<file path="src/rtl/multibyte_add_sequencer.sv">
// ---------------------------------------------------------------------------
// multibyte_add_sequencer
//
// Multi-precision add/subtract controller. One shared 8-bit full-add cell is
// stepped over NBYTES cycles, least-significant byte first. The inter-byte
// carry is held in a register, so no wide ripple chain is ever built.
//
// Ports:
//   clk       - rising-edge clock
//   rst_n     - asynchronous active-low reset
//   start     - operation request, sampled only while idle
//   sub       - 0: A + B + carry_in, 1: A - B (carry_in ignored)
//   carry_in  - initial carry for add
//   op_a      - operand A (8*NBYTES bits), sampled with start
//   op_b      - operand B (8*NBYTES bits), sampled with start
//   busy      - high while byte steps are in progress
//   done      - one-cycle completion pulse
//   result    - sum / difference (valid once done has pulsed)
//   carry_out - final byte carry (subtract: 1 = no borrow)
//   overflow  - two's-complement overflow of the full-width operation
// ---------------------------------------------------------------------------
module multibyte_add_sequencer #(
    parameter int NBYTES = 4
) (
    input  logic                  clk,
    input  logic                  rst_n,
    input  logic                  start,
    input  logic                  sub,
    input  logic                  carry_in,
    input  logic [8*NBYTES-1:0]   op_a,
    input  logic [8*NBYTES-1:0]   op_b,
    output logic                  busy,
    output logic                  done,
    output logic [8*NBYTES-1:0]   result,
    output logic                  carry_out,
    output logic                  overflow
);

    localparam int W  = 8 * NBYTES;
    localparam int IW = $clog2(NBYTES);
    localparam logic [IW-1:0] IDX_LAST = IW'(NBYTES - 1);

    typedef enum logic {
        IDLE = 1'b0,
        RUN  = 1'b1
    } state_t;

    state_t          state_r;
    logic [IW-1:0]   idx_r;
    logic            carry_r;
    logic [W-1:0]    a_r;
    logic [W-1:0]    b_r;   // holds ~op_b for subtract

    logic [W-1:0]    a_shift_s;
    logic [W-1:0]    b_shift_s;
    logic [7:0]      a_byte_s;
    logic [7:0]      b_byte_s;
    logic [8:0]      add_s;
    logic            ovf_s;

    // The shared 8-bit full-add cell: {carry, sum}.
    function automatic logic [8:0] byte_add(input logic [7:0] a,
                                            input logic [7:0] b,
                                            input logic       ci);
        byte_add = {1'b0, a} + {1'b0, b} + {8'd0, ci};
    endfunction

    // Byte selection from the operand registers; the adder is fed only from
    // registers so its inputs are stable for the whole cycle.
    assign a_shift_s = a_r >> {idx_r, 3'b000};
    assign b_shift_s = b_r >> {idx_r, 3'b000};
    assign a_byte_s  = a_shift_s[7:0];
    assign b_byte_s  = b_shift_s[7:0];
    assign add_s     = byte_add(a_byte_s, b_byte_s, carry_r);

    // Signed overflow: operands of equal sign producing a sum of the other
    // sign. Only meaningful on the last step, where add_s[7] is the result MSB.
    assign ovf_s = (a_r[W-1] == b_r[W-1]) && (add_s[7] != a_r[W-1]);

    // Sequencer FSM with all outputs registered.
    always_ff @(posedge clk or negedge rst_n) begin
        if (!rst_n) begin
            state_r   <= IDLE;
            idx_r     <= '0;
            carry_r   <= 1'b0;
            a_r       <= '0;
            b_r       <= '0;
            busy      <= 1'b0;
            done      <= 1'b0;
            result    <= '0;
            carry_out <= 1'b0;
            overflow  <= 1'b0;
        end else begin
            case (state_r)
                IDLE: begin
                    done <= 1'b0;
                    if (start) begin
                        a_r     <= op_a;
                        b_r     <= sub ? ~op_b : op_b;
                        carry_r <= sub ? 1'b1 : carry_in;
                        idx_r   <= '0;
                        state_r <= RUN;
                        busy    <= 1'b1;
                    end else begin
                        state_r <= IDLE;
                    end
                end
                RUN: begin
                    result[{idx_r, 3'b000} +: 8] <= add_s[7:0];
                    carry_r <= add_s[8];
                    if (idx_r == IDX_LAST) begin
                        idx_r     <= '0;
                        state_r   <= IDLE;
                        busy      <= 1'b0;
                        done      <= 1'b1;
                        carry_out <= add_s[8];
                        overflow  <= ovf_s;
                    end else begin
                        idx_r <= idx_r + IW'(1);
                        done  <= 1'b0;
                    end
                end
                default: begin
                    state_r <= IDLE;
                    idx_r   <= '0;
                    busy    <= 1'b0;
                    done    <= 1'b0;
                end
            endcase
        end
    end

endmodule

</file>
<file path="config.mk">
export PLATFORM = sky130hd
export DESIGN_NAME = multibyte_add_sequencer
export DESIGN_NICKNAME = d
export VERILOG_FILES = /design/src/rtl/multibyte_add_sequencer.sv
export SDC_FILE = /design/constraint.sdc
export NUM_CORES = 1
export LEC_CHECK = 0
export CAP_MARGIN = 40
export CELL_PAD_IN_SITES_DETAIL_PLACEMENT = 1
export CELL_PAD_IN_SITES_GLOBAL_PLACEMENT = 2
export CORE_MARGIN = 4
export CORE_UTILIZATION = 30
export DETAILED_ROUTE_END_ITERATION = 8
export HOLD_SLACK_MARGIN = 0.05
export MAX_ROUTING_LAYER = met4
export PLACE_DENSITY_LB_ADDON = 0.1
export SLEW_MARGIN = 30
export SYNTH_ARGS = -nofsm -noshare
export SYNTH_HDL_FRONTEND = slang
export SYNTH_SLANG_ARGS = --single-unit
</file>
<file path="constraint.sdc">
create_clock -name clk -period 3.2 [get_ports clk]
set_input_delay 0.32 -clock clk [delete_from_list [all_inputs] [get_ports clk]]
set_output_delay 0.32 -clock clk [all_outputs]
set_load 0.02 [all_outputs]
</file>
==> metrics.md <==
| Metric | Value |
|---|---|
| Ys flop type | dfrtp_1 |
| TritonCTS clock tree | built |
| Worst path cell trace | mux4_2 > fa_1 > fa_1 > a21oi_1 > o211ai_1 > a211oi_2 > a22o_1 |
| N_diodes | 0 |
| Area growth syn-to-layout | 31.74% |
| Synth async-reset ratio | 100.0% |
| Final Max Tran Viols | 0 |
| Post-synth cell types | 45 |
| Maximum clock path buffer count | 2 |
| Commonest non-fill, non-tap cells in the layout | nand2_1 (136), dfrtp_1 (104), clkdlybuf4s50_1 (102) |
| Endpoint class of the critical path | flop |
| Gate Count Post-Synth | 463 |
| EDFF count, synth | 0 |
| Max-Slew Margin vs Limit | 51.86% |
| Clk sink count | 104 |
| CP required | 3.49 ns |
| Initial Util | 30.66% |
| Detailed Routing Iterations Pass 1 | 4 |
| Minimum clock period | 2.891 ns |
| Most common cell after layout, fill and taps aside | nand2_1 |
| Worst hold path class | flop to flop |
| Fraction of layout cells with a size suffix above 1 | 11.09% |
| Pleak | 2.971 nW |
| WL final | 13610 um |
| WL/cell | 17.28 um |
| Die Width | 138.2 um |
| Worst Path Arrival | 3.18 ns |
| DIE AREA | 0.01910 mm^2 |
| Largest stage delay on the critical path | 0.54 ns |
| HPWL after DPL | 10600 um |
| Pwr/cell area | 1177 mW/mm^2 |
| Max cap viols | 0 |
| Postcts setup bufs | 0 |
| CP Class | flop to flop |
| Ys Warns | 0 |
| Crit share post-route | 90.36% |
| Row cnt | 47 |
| Final hold violation count | 0 |
| GPL Wtd Cong | 0.8088 |
| Hold path startpoint | a_r[23]$_DFFE_PN0P_ |
| Critical Path Source Type | flop |
| Clock latency at the later pin of the worst-skew pair | 0.35 ns |
| Die H | 138.2 um |
| Number of CTS-inserted buffers | 9 |
| Core area | 0.01658 mm^2 |
| DRT iter0 DRCs | 124 |
| First-pass GRT wire length | 22610 um |
| Final nets | 647 |
| Tot GR Track Use | 15.13% |
| Final Util | 40.40% |
| FF-to-FF Start | idx_r[0]$_DFFE_PN0P_ |
| Ports | 105 |
| Max H-tree Level | 3 |
| Fill count | 1806 |
| Initial antenna violation count | 0 |
| Vias in the first global route | 4111 |
| Unrepaired setup endpoints after global routing | no |
| Clock Tree Root | clkbuf_16 |
| Most frequent CP cell | fa_1 |
| Setup crit start | idx_r[0]$_DFFE_PN0P_ |
| Final setup skew | 0.007060 ns |
| Outcome | finished, final reports clean |
| Final TNS setup | 0 ns |
| Worst-path maximum fanout | 4 |
| DR vias | 3722 |
| Post-Syn Area | 0.005085 mm^2 |
| IO buf count | 104 |
| Final setup violation count | 0 |
| CP max-delay cell | mux4_2 |
| #FFs+latches synth | 104 |
| Syn nets | 547 |
| Buf/Inv on CP | 0 |
| Sequential-to-total area share from yosys stat | 51.18% |
| Highest clock rate | 345.9 MHz |
| Synth Area per Inst | 10.98 um^2 |
| Worst Max-Slew Pin Slew | 0.7109 ns |
| Peak VDD IR | 0.5137 mV |
| Largest net degree at the start of global routing | 69 |
| GRT Residual Overflow | 0 |
| DR vias/cell | 4.723 |
| CP top delay family | compound AO/OA/AOI/OAI gates |
| Cells resized by post-CTS repair | 0 |
| Antenna Nets Post-Route | 0 |
| Remaining DRCs | 0 |
| Clock slew at reported path FFs | 0.07 ns |
## worst register-to-register path, stage by stage, from the launching register on
cell and delay [ns]:
dfrtp_1 0.44, mux4_2 0.54, fa_1 0.48, fa_1 0.43
a21oi_1 0.25, o211ai_1 0.17, a211oi_2 0.33, a22o_1 0.18
## power breakdown
group,total (mW),internal (mW),switching [mW],leakage (nW)
Combinational,4.38,1.84,2.54,1.47
Sequential,2.26,1.88,0.380,1.34
Clock,1.24,0.705,0.539,0.164
## flip-flops by register name, summed over array words and instances, names as in the netlist
name,flops
a_r,32
overflow,1
done,1
idx_r,2
carry_out,1
busy,1
state_r,1
carry_r,1
result,32
b_r,32
## cells in the mapped netlist (2+ instances only)
library cell / count / area, um^2
nand2_1: 136 / 510.5
dfrtp_1: 104 / 2603
xnor2_1: 33 / 289.0
a22o_1: 32 / 280.3
o21ai_1: 24 / 120.1
mux4_2: 16 / 360.4
ha_1: 13 / 162.7
clkbuf_1: 11 / 41.29
o21ai_0: 11 / 55.05
buf_2: 10 / 50.05
nor2_1: 9 / 33.78
a21oi_1: 6 / 30.03
inv_1: 6 / 22.52
nor3_1: 4 / 20.02
a211oi_1: 3 / 22.52
a21o_1: 3 / 22.52
buf_6: 3 / 33.78
nand2_2: 3 / 18.77
nor4_4: 3 / 63.81
o211ai_1: 3 / 22.52
fa_1: 2 / 40.04
mux2i_1: 2 / 20.02
o2111ai_1: 2 / 17.52
o211a_1: 2 / 20.02
o21a_1: 2 / 15.01
## cell families after synthesis
logic type | share of synthesized area, %
AOI/OAI and AO/OA | 13.88
xor gates and xnor gates | 5.856
adders and majority gates | 3.986
buffers and inverters | 3.518
DFF | 51.18
muxes | 7.480
and+or+nand+nor | 14.10
## routing by layer
metal / GRT usage [%] / up-vias / share of wire, %
met1: 19.12 / 1822 / 46
met4: 6.396 / 0 / 2.7
met3: 2.555 / 20 / 2.6
met5: - / - / 0
li1: - / 1799 / -
met2: 24.18 / 81 / 49
## final timing paths
| path | endpoint | slack [ns] | cells after the start |
|---|---|---|---|
| min in group asynchronous | result[17]$_DFFE_PN0P_ | 0.48 | 2 |
| worst max register to register | result[6]$_DFFE_PN0P_ | 0.31 | 7 |
| worst max-delay path | result[6]$_DFFE_PN0P_ | 0.31 | 7 |
| worst min-delay path | a_r[23]$_DFFE_PN0P_ | 0.47 | 2 |
| worst min register to register | a_r[23]$_DFFE_PN0P_ | 0.47 | 2 |
| max in group asynchronous | b_r[22]$_DFFE_PN0P_ | 1.86 | 4 |
## final cells by class
type | instances | area [um^2] | share of cell area, %
multi-input cells | 325 | 2308 | 34.46
inverters | 8 | 35.03 | 0.5230
clock inverters | 7 | 108.9 | 1.625
repair buffers | 115 | 1144 | 17.07
clock buffers | 9 | 225.2 | 3.362
flip-flops and latches | 104 | 2603 | 38.85
well taps | 220 | 275.3 | 4.109
## through the flow
stage	hold slack, ns	std cells	worst slack, ns	total power [mW]	cell area (um^2)
4_1_cts	0.4796	788	0.2643	8.003	6699
6_report	0.4750	788	0.3086	7.886	6699
5_1_grt	0.4884	788	0.09382	8.490	6699
3_5_place_dp	0.3311	771	0.3063	6.718	6355
2_1_floorplan	0.02441	463	0.04104	5.256	5085
3_3_place_gp	0.4574	770	0.4160	6.561	6335
## what timing repair did
action | in CTS | in global routing
hold buffers | 1 | 0
hold endpoints to repair | 39 | 0
endpoints found under the setup margin | 0 | 0
Power figures use the tool's default switching activity.
